`config.mk`:
```
export PLATFORM = sky130hd
export DESIGN_NAME = seg_scan_ctrl
export DESIGN_NICKNAME = d
export VERILOG_FILES = /design/src/rtl/seg_disp_pkg.sv /design/src/rtl/seg_decoder.sv /design/src/rtl/seg_scan_ctrl.sv
export SDC_FILE = /design/constraint.sdc
export NUM_CORES = 1
export LEC_CHECK = 0
export BUFFER_PORTS_ARGS = -buffer_cell sky130_fd_sc_hd__buf_4
export CAP_MARGIN = 15
export CORE_MARGIN = 1.5
export CORE_UTILIZATION = 60
export DETAILED_ROUTE_END_ITERATION = 16
export PLACE_DENSITY_LB_ADDON = 0.25
export SLEW_MARGIN = 10
export SYNTH_ARGS = -nofsm -noshare
export SYNTH_HDL_FRONTEND = slang
export SYNTH_SLANG_ARGS = --single-unit
```
`constraint.sdc`:
```
create_clock -name clk -period 4.7 [get_ports clk]
set_input_delay 0 -clock clk [delete_from_list [all_inputs] [get_ports clk]]
set_output_delay 0 -clock clk [all_outputs]
set_load 0.02 [all_outputs]
```
`src/rtl/seg_disp_pkg.sv`:
```
// rtl/seg_disp_pkg.sv - segment glyph constants and nibble-to-glyph helper
//
// Purpose: shared 7-segment encodings for the scan controller.
// Glyph bits 0..6 = segments a..g, bit 7 = decimal point, all active-high.
// hex_to_seg() never sets the dp bit; the caller merges it.

package seg_disp_pkg;

    localparam int SEG_DP_BIT = 7;

    localparam logic [7:0] SEG_0     = 8'h3F;
    localparam logic [7:0] SEG_1     = 8'h06;
    localparam logic [7:0] SEG_2     = 8'h5B;
    localparam logic [7:0] SEG_3     = 8'h4F;
    localparam logic [7:0] SEG_4     = 8'h66;
    localparam logic [7:0] SEG_5     = 8'h6D;
    localparam logic [7:0] SEG_6     = 8'h7D;
    localparam logic [7:0] SEG_7     = 8'h07;
    localparam logic [7:0] SEG_8     = 8'h7F;
    localparam logic [7:0] SEG_9     = 8'h6F;
    localparam logic [7:0] SEG_A     = 8'h77;
    localparam logic [7:0] SEG_B     = 8'h7C;
    localparam logic [7:0] SEG_C     = 8'h39;
    localparam logic [7:0] SEG_D     = 8'h5E;
    localparam logic [7:0] SEG_E     = 8'h79;
    localparam logic [7:0] SEG_F     = 8'h71;
    localparam logic [7:0] SEG_MINUS = 8'h40;
    localparam logic [7:0] SEG_BLANK = 8'h00;

    // Letters are only shown in hex mode; in decimal mode 10..15 are blank.
    function automatic logic [7:0] hex_to_seg(input logic [3:0] nibble, input logic hex_mode);
        logic [7:0] g;
        case (nibble)
            4'h0: g = SEG_0;
            4'h1: g = SEG_1;
            4'h2: g = SEG_2;
            4'h3: g = SEG_3;
            4'h4: g = SEG_4;
            4'h5: g = SEG_5;
            4'h6: g = SEG_6;
            4'h7: g = SEG_7;
            4'h8: g = SEG_8;
            4'h9: g = SEG_9;
            4'hA: g = hex_mode ? SEG_A : SEG_BLANK;
            4'hB: g = hex_mode ? SEG_B : SEG_BLANK;
            4'hC: g = hex_mode ? SEG_C : SEG_BLANK;
            4'hD: g = hex_mode ? SEG_D : SEG_BLANK;
            4'hE: g = hex_mode ? SEG_E : SEG_BLANK;
            default: g = hex_mode ? SEG_F : SEG_BLANK;
        endcase
        return g;
    endfunction

endpackage

```
`src/rtl/seg_decoder.sv`:
```
// rtl/seg_decoder.sv - combinational nibble/minus/dp to 8-bit glyph decoder
//
// Purpose: builds the active-high glyph for one digit slot.
// Ports:
//   nibble   in  4  digit value
//   hex_mode in  1  1: 10..15 as letters, 0: blank
//   minus    in  1  1: show minus glyph instead of the nibble
//   dp       in  1  decimal point
//   glyph    out 8  bit0..6 = a..g, bit7 = dp, active-high

module seg_decoder
    import seg_disp_pkg::*;
(
    input  logic [3:0] nibble,
    input  logic       hex_mode,
    input  logic       minus,
    input  logic       dp,
    output logic [7:0] glyph
);

    always_comb begin
        glyph = minus ? SEG_MINUS : hex_to_seg(nibble, hex_mode);
        glyph[SEG_DP_BIT] = dp;
    end

endmodule

```
`src/rtl/seg_scan_ctrl.sv`:
```
// rtl/seg_scan_ctrl.sv - multiplexed N-digit 7-segment scan controller
//
// Purpose: scans N_DIGITS common-select digits from a double-buffered,
// nibble-packed value with per-digit dp, sign digit and PWM brightness.
// Optional macro SEG_SCAN_LZB_EN: leading-zero blanking of the active value.
// Ports:
//   clk, rst          clock, synchronous active-high reset
//   wr_valid/wr_ready write handshake into the pending buffer
//   wr_data           nibble i = digit i (digit 0 rightmost)
//   wr_dp, wr_neg     decimal points, minus on the most significant digit
//   brightness        PWM duty = brightness / 2^BRIGHT_W
//   seg               registered segments, bit7 = dp, polarity per SEG_ACTIVE_LOW
//   sel               registered one-hot digit select, polarity per SEL_ACTIVE_LOW
//   frame_done        one-cycle pulse after each frame wrap

module seg_scan_ctrl
    import seg_disp_pkg::*;
#(
    parameter int N_DIGITS       = 4,
    parameter int DIV_LOG2       = 14,
    parameter int BRIGHT_W       = 3,
    parameter int HEX_MODE       = 1,
    parameter int SEG_ACTIVE_LOW = 0,
    parameter int SEL_ACTIVE_LOW = 0
) (
    input  logic                    clk,
    input  logic                    rst,
    input  logic                    wr_valid,
    output logic                    wr_ready,
    input  logic [4*N_DIGITS-1:0]   wr_data,
    input  logic [N_DIGITS-1:0]     wr_dp,
    input  logic                    wr_neg,
    input  logic [BRIGHT_W-1:0]     brightness,
    output logic [7:0]              seg,
    output logic [N_DIGITS-1:0]     sel,
    output logic                    frame_done
);

    localparam int IDX_W = (N_DIGITS > 1) ? $clog2(N_DIGITS) : 1;
    localparam logic [IDX_W-1:0] LAST_IDX = IDX_W'(N_DIGITS - 1);
    localparam logic [7:0] SEG_OFF = (SEG_ACTIVE_LOW != 0) ? 8'hFF : 8'h00;
    localparam logic [N_DIGITS-1:0] SEL_OFF = (SEL_ACTIVE_LOW != 0) ? {N_DIGITS{1'b1}} : {N_DIGITS{1'b0}};

    logic [DIV_LOG2-1:0]   presc_q, presc_d;
    logic [IDX_W-1:0]      idx_q, idx_d;
    logic [4*N_DIGITS-1:0] act_data_q, act_data_d, pend_data_q, pend_data_d;
    logic [N_DIGITS-1:0]   act_dp_q, act_dp_d, pend_dp_q, pend_dp_d;
    logic                  act_neg_q, act_neg_d, pend_neg_q, pend_neg_d;
    logic                  pend_full_q, pend_full_d;
    logic                  run_q, run_d;
    logic [7:0]            seg_q, seg_d;
    logic [N_DIGITS-1:0]   sel_q, sel_d;
    logic                  frame_done_q, frame_done_d;

    logic                  tick, wrap, accept, swap;
    logic [3:0]            cur_nibble;
    logic                  cur_dp, cur_minus, cur_blank, lit;
    logic [7:0]            dec_glyph, glyph;
    logic [BRIGHT_W-1:0]   pwm_phase;

    // run_q keeps wr_ready low through reset and for the release cycle.
    assign wr_ready   = run_q && !pend_full_q;
    assign seg        = seg_q;
    assign sel        = sel_q;
    assign frame_done = frame_done_q;

    assign tick   = &presc_q;
    assign wrap   = tick && (idx_q == LAST_IDX);
    assign accept = wr_valid && wr_ready;
    // accept and swap are exclusive: swap needs pend_full_q, which holds wr_ready low.
    assign swap   = wrap && pend_full_q;

    assign cur_nibble = act_data_q[{idx_q, 2'b00} +: 4];
    assign cur_dp     = act_dp_q[idx_q];
    assign cur_minus  = act_neg_q && (idx_q == LAST_IDX);

`ifdef SEG_SCAN_LZB_EN
    logic [N_DIGITS-1:0] lead_zero;
    logic                zero_run;

    // lead_zero[i]: digit i and every higher digit are 0 with no dp.
    always_comb begin
        lead_zero = '0;
        zero_run  = 1'b1;
        for (int i = N_DIGITS - 1; i >= 0; i--) begin
            zero_run     = zero_run && (act_data_q[i*4 +: 4] == 4'h0) && !act_dp_q[i];
            lead_zero[i] = zero_run;
        end
    end

    assign cur_blank = lead_zero[idx_q] && (idx_q != '0) && !cur_minus;
`else
    assign cur_blank = 1'b0;
`endif

    seg_decoder u_dec (
        .nibble   (cur_nibble),
        .hex_mode (HEX_MODE != 0),
        .minus    (cur_minus),
        .dp       (cur_dp),
        .glyph    (dec_glyph)
    );

    assign glyph     = cur_blank ? {dec_glyph[SEG_DP_BIT], 7'b0} : dec_glyph;
    // PWM phase is the top bits of the slot prescaler, so each slot gets one period.
    assign pwm_phase = presc_q[DIV_LOG2-1 -: BRIGHT_W];
    assign lit       = pwm_phase < brightness;

    always_comb begin
        presc_d      = presc_q + DIV_LOG2'(1);
        idx_d        = idx_q;
        if (tick) begin
            idx_d = wrap ? '0 : idx_q + IDX_W'(1);
        end
        frame_done_d = wrap;
        run_d        = 1'b1;

        act_data_d   = act_data_q;
        act_dp_d     = act_dp_q;
        act_neg_d    = act_neg_q;
        pend_data_d  = pend_data_q;
        pend_dp_d    = pend_dp_q;
        pend_neg_d   = pend_neg_q;
        pend_full_d  = pend_full_q;
        if (swap) begin
            act_data_d  = pend_data_q;
            act_dp_d    = pend_dp_q;
            act_neg_d   = pend_neg_q;
            pend_full_d = 1'b0;
        end else if (accept) begin
            pend_data_d = wr_data;
            pend_dp_d   = wr_dp;
            pend_neg_d  = wr_neg;
            pend_full_d = 1'b1;
        end

        seg_d = (lit ? glyph : SEG_BLANK) ^ SEG_OFF;
        sel_d = (N_DIGITS'(1) << idx_q) ^ SEL_OFF;
    end

    always_ff @(posedge clk) begin
        if (rst) begin
            presc_q      <= '0;
            idx_q        <= '0;
            act_data_q   <= '0;
            act_dp_q     <= '0;
            act_neg_q    <= 1'b0;
            pend_data_q  <= '0;
            pend_dp_q    <= '0;
            pend_neg_q   <= 1'b0;
            pend_full_q  <= 1'b0;
            run_q        <= 1'b0;
            seg_q        <= SEG_OFF;
            sel_q        <= SEL_OFF;
            frame_done_q <= 1'b0;
        end else begin
            presc_q      <= presc_d;
            idx_q        <= idx_d;
            act_data_q   <= act_data_d;
            act_dp_q     <= act_dp_d;
            act_neg_q    <= act_neg_d;
            pend_data_q  <= pend_data_d;
            pend_dp_q    <= pend_dp_d;
            pend_neg_q   <= pend_neg_d;
            pend_full_q  <= pend_full_d;
            run_q        <= run_d;
            seg_q        <= seg_d;
            sel_q        <= sel_d;
            frame_done_q <= frame_done_d;
        end
    end

endmodule

```
Word-level counts from Yosys, hierarchy flattened
Index checks and enable logic that the tools add are counted.

Flip-flop bits (word level): 73. RAM bits: 0. Latch bits: 0. Bits in read-only memories: 0. Memories: 0.

Div/mod/pow operators: 0. Reduce and logical (&&, ||, !) cells: 12. $mul: 0. Equality and inequality tests: 15. Multiplexer cells: 6. Bitwise logic cells: 2. Shift-type cells: 2. Magnitude comparators: 2. $add $sub $neg: 2.

Operators by type and width (count): 7-bit one-hot mux with 15 select lines (1); 4-bit equality test (second input constant) (7); 4-bit by 3-bit equality test with 1-bit output (second input constant) (4); 16-bit by 5-bit variable part select with 4-bit output (1); 14-bit by 1-bit adder with 14-bit output (second input constant) (1); 14-bit AND reduction (1); 4-bit by 2-bit equality test with 1-bit output (second input constant) (2); 7-bit two-way mux (1); 1-bit logical AND (5); 4-bit by 1-bit equality test with 1-bit output (second input constant) (1); 4-bit zero test (1); 2-bit OR reduction (2); 1-bit by 2-bit left shift with 4-bit output (first input constant) (1); 2-bit by 3-bit less-than comparator with 1-bit output (second input constant) (1); 3-bit less-than comparator (1); 3-bit OR reduction (1); 2-bit by 1-bit adder with 2-bit output (second input constant) (1); 1-bit binary-select mux with 2-bit select (1); 2-bit equality test (second input constant) (1); 1-bit two-way mux (2); 2-bit two-way mux (1); 1-bit inverter (2); 2-bit AND reduction (1); 1-bit zero test (1).

Depth between registers and ports, before layout
Word-level depth: 5. Depth in mapped cells: 7. Gate-level depth less buffers: 6.

Cells and area by module
Synthesis repeated with hierarchy kept, for this count alone.

Cells, all modules: 366. Area total of the unflattened synthesis: 3229.3 um2.

Modules (own cells, without submodules): seg_scan_ctrl (area an instance 2929.1 um2, cells each 321, instances 1); seg_decoder (area an instance 300.3 um2, cells each 45, instances 1).

Worst setup path before layout
OpenSTA, ideal clock, no wires.

Kind: register -> register. From: register idx_q[0]. To: register seg_q[0] (netlist: seg[0]). Setup time: 0.115 ns. Setup slack: 2.862 ns. Data arrival time: 1.722 ns. Cell stages (with the launch flop): 6. Period minus slack after synthesis: 1.838 ns. Data required time: 4.585 ns. Cell sequence: dfxtp_1 > buf_6 > mux4_2 > xnor2_1 > or3_1 > and3_1.

Cells in the longest elaborated chain, start to end: 3. Elaborated cells between the ends (all ways): 20. Those cells by class: eq/ne: 15; shift: 1; mux: 1; reduce/logical: 3.

RTL lines: start: declaration (line seg_scan_ctrl.sv:45) `logic [IDX_W-1:0] idx_q, idx_d;`; start signal: assignment (line seg_scan_ctrl.sv:158) `idx_q <= idx_d;`; 16-bit by 5-bit variable part select with 4-bit output or 2-bit equality test (tied branches) (line seg_scan_ctrl.sv:73, seg_scan_ctrl.sv:75); 4-bit equality test, or another cell as far along (line seg_disp_pkg.sv:33) `case (nibble)`; 7-bit one-hot mux with 15 select lines or 3-bit OR reduction (tied branches); end signal: assignment (line seg_scan_ctrl.sv:167) `seg_q <= seg_d;`; end: declaration (line seg_scan_ctrl.sv:51) `logic [7:0] seg_q, seg_d;`.

Parallel ways exist; a longest one is shown, timed or not. A chain may end at the register's enable or synchronous reset.

Worst setup path in the final report
From: register idx_q[0]. To: register act_data_q[14].

Cells in the longest elaborated chain, start to end: 3.

RTL lines: 2-bit equality test (line seg_scan_ctrl.sv:68) `assign wrap = tick && (idx_q == LAST_IDX);`; 1-bit logical AND (line seg_scan_ctrl.sv:68); 1-bit logical AND (line seg_scan_ctrl.sv:71) `assign swap = wrap && pend_full_q;`; end signal: assignment (line seg_scan_ctrl.sv:159) `act_data_q <= act_data_d;`; end: declaration (line seg_scan_ctrl.sv:46) `logic [4*N_DIGITS-1:0] act_data_q, act_data_d, pend_data_q, pend_data_d;`.

Every way passes these cells.

==> metrics <==
Core ar. approximately 4700 sq um; Peak VDD IR 0.000275 V; clk sink count 73; largest family of logic cells by synthesized area simple AND/OR/NAND/NOR gates; buffers added on ports 40; switching part of the total 21.6%; dpl cells 406; initial antenna violation count 0; dpl hpwl 3470 um; GRT Resource Usage Total a little under a quarter; synthesized area ~2900 sq um; post-synthesis adder-cell area fraction under 10%; Slew Viols, Final 0; Seq. cell area 1460 sq um; CP startpoint kind flip-flop; Worst-Skew Late Latency roughly 0.34 ns; Die X roughly 73 um; mean routed wirelength per cell between 10 and 15 um; clock power share 43.2%; antenna cell count 0; Post-Synthesis Cells 316; setup repair bufs after CTS 0; RSZ-0062 raised after global routing false; Max FO, Critical Path 21; main flop type after synthesis dfxtp_1; DR iter-0 viols ~240; first-pass iteration count of the detailed router 4; combinational share of power 6.6%; post-synthesis sequential area ratio 49.6%; Max Freq about 470 MHz; FILL cells 337; Finished Layout Cells between 400 and 500; Routed WL 5830 um; Ys Warns 0; Die H 73.1 um; Post-Synth XOR/XNOR Area about 2.7%; DP Worst Slack 2.58 ns; clk_skew 0.00556 ns; switching power 277 uW; Power Dens Cells 348 nW/um^2; Final GP Congestion 0.721; layout cells sized above 1 18.6%; hold-fix buffers at CTS 21; Synth Area in Compound Gates 9.04%; Rows 25; CTS tree yes; Pleak 0.00144 uW; largest net degree at the start of global routing 66; outcome finished, final reports clean; CTS Buf Count 9; first-pass GRT wire length 9490 um; vias in the first global route 2079; Hold WC Path Type input pin to flip-flop; Max Cap Viol 0; Overflow after GRT 0; final hold vios 0; Post-synth EDFFs 0; crit end category flip-flop; H-Tree Depth 3; Setup Viol. Count Final 0; Final WS setup 2.58 ns; Max-slew headroom 27.5%; Initial Util 62.4%; Layout area overhead 25.0%; Worst Path Arrival 2.34 ns; Crit path required time 4.91 ns; DR vias/cell 5.35; Residual DRC 0; total power 1280 uW; multiplexer area fraction after synthesis 11.6%; Reg power frac about 50%; Simple-Gate Fraction of Synth Area 21.1%; Post-Synthesis Net Count 347; Final #Nets 402; Worst Tran Pin Value 1.09 ns; cts repair resizes 0; syn avg cell area 9.32 sq um; die area 5340 sq um; kind of critical path flip-flop to flip-flop; min cycle time layout 2.12 ns; clk buf depth 2; CTS root buf clkbuf_8; P_int 1000 uW; Seq cells post-synth 73; share of synthesized flip-flops with an asynchronous set or reset 0%; Detail Route Antenna Nets 0; Synth cell types 43; IO Pins 41; clock-pin slew of the registers on the worst-case setup and hold paths approximately 0.07 ns; multi-input gate area in the final layout 1360 sq um; Setup TNS 0 ns; via count 2369; Final Cycle Share approximately 45%
==> area by class of cell <==
type                    instances  share of cell area, %
flip-flops and latches         73                   39.7
repair buffers                 62                   14.1
well taps                      67                   2.28
clock inverters                 5                   2.11
inverters                       8                  0.815
clock buffers                  11                   4.11
multi-input cells             217                   36.9
==> power by group through the flow <==
stage	sequential (uW)	combinational [uW]	clock [uW]
floorplan	660	34.9	0
global placement	657	67.8	0
detailed placement	657	69.2	0
CTS	643	83.5	556
global route	644	92.5	583
finish	643	84.7	553
==> critical path, stage by stage (launching register included) <==
cell and delay [ns]:
dfxtp_1 0.66, ha_1 0.31, inv_1 0.09, nor4_4 0.24, buf_4 0.37, mux2i_1 0.26, nor2_1 0.05
==> placed cells by master, fill, tap and decap left out, types with 2 or more instances in the layout <==
master and count:
and3_1 3, ha_1 4, nand2_1 54, nor3_1 2, clkbuf_8 11, dlygate4sd3_1 21, nor3b_1 2, o21ai_0 6
a21oi_1 30, clkinv_2 2, nor2b_1 4, dfxtp_1 73, inv_1 7, xnor2_1 3, mux2i_1 23, mux4_2 5
nand3_1 7, nand4_1 3, nor2_1 37, a21o_1 2, xor2_1 6, bufinv_16 2, buf_4 41, or3_1 5
nand2b_1 2
==> cell usage after synthesis, types with 2 or more instances <==
master / number / area (sq um)
nor3b_1: 2 / 15.0
nor3_1: 2 / 10.0
buf_2: 4 / 20.0
nand2_1: 54 / 203
a21oi_1: 30 / 150
nor2b_1: 4 / 25.0
inv_1: 7 / 26.3
ha_1: 4 / 50.1
xnor2_1: 3 / 26.3
nand4_1: 3 / 18.8
a21o_1: 2 / 15.0
or3_1: 5 / 31.3
nand2b_1: 2 / 12.5
nor2_1: 37 / 139
mux2i_1: 23 / 230
xor2_1: 6 / 52.6
mux4_2: 5 / 113
dfxtp_1: 73 / 1460
nand3_1: 7 / 35.0
buf_6: 3 / 33.8
clkbuf_1: 11 / 41.3
and3_1: 3 / 18.8
o21ai_0: 6 / 30.0
==> worst paths after layout <==
kind,startpoint,to,slack (ns),depth (start not counted)
hold reg to reg,pend_dp_q[3]$_SDFFE_PP0P_,pend_dp_q[3]$_SDFFE_PP0P_,0.46,2
setup / recovery,idx_q[0]$_SDFFE_PP0N_,act_data_q[14]$_SDFFE_PP0P_,2.58,6
setup reg to reg,idx_q[0]$_SDFFE_PP0N_,act_data_q[14]$_SDFFE_PP0P_,2.58,6
hold / removal,rst,presc_q[8]$_SDFF_PP0_,0.14,2
==> flip-flops by register name, summed over array words and instances (netlist names) <==
signal / count
pend_dp_q: 4
seg: 8
pend_full_q: 1
sel: 4
idx_q: 2
presc_q: 14
act_dp_q: 4
pend_neg_q: 1
act_neg_q: 1
act_data_q: 16
run_q: 1
frame_done: 1
pend_data_q: 16
==> through the flow <==
stage	hold WS, ns	instance area [sq um]	utilization, %
detailed placement	0.255	3240	68.7
finish	0.143	3680	78.0
global placement	0.247	3240	68.7
CTS	0.145	3680	78.0
floorplan	0.136	2950	-
global route	0.173	3680	78.0
==> per-layer routing <==
| metal | GRT usage (%) | up-vias | share of wire, % |
|---|---|---|---|
| met5 | 0 | - | 0 |
| met1 | 32.2 | 1097 | 46 |
| li1 | - | 1194 | - |
| met3 | 4.70 | 10 | 4.6 |
| met2 | 35.5 | 68 | 48 |
| met4 | 11.7 | 0 | 1.4 |
==> cell families after synthesis <==
group / Yosys count
compound gates: 46
xor+xnor: 9
fa+ha+maj: 4
mux: 28
simple gates: 130
buf+inv: 26
flops: 73
(Power assumes the default switching activity.)
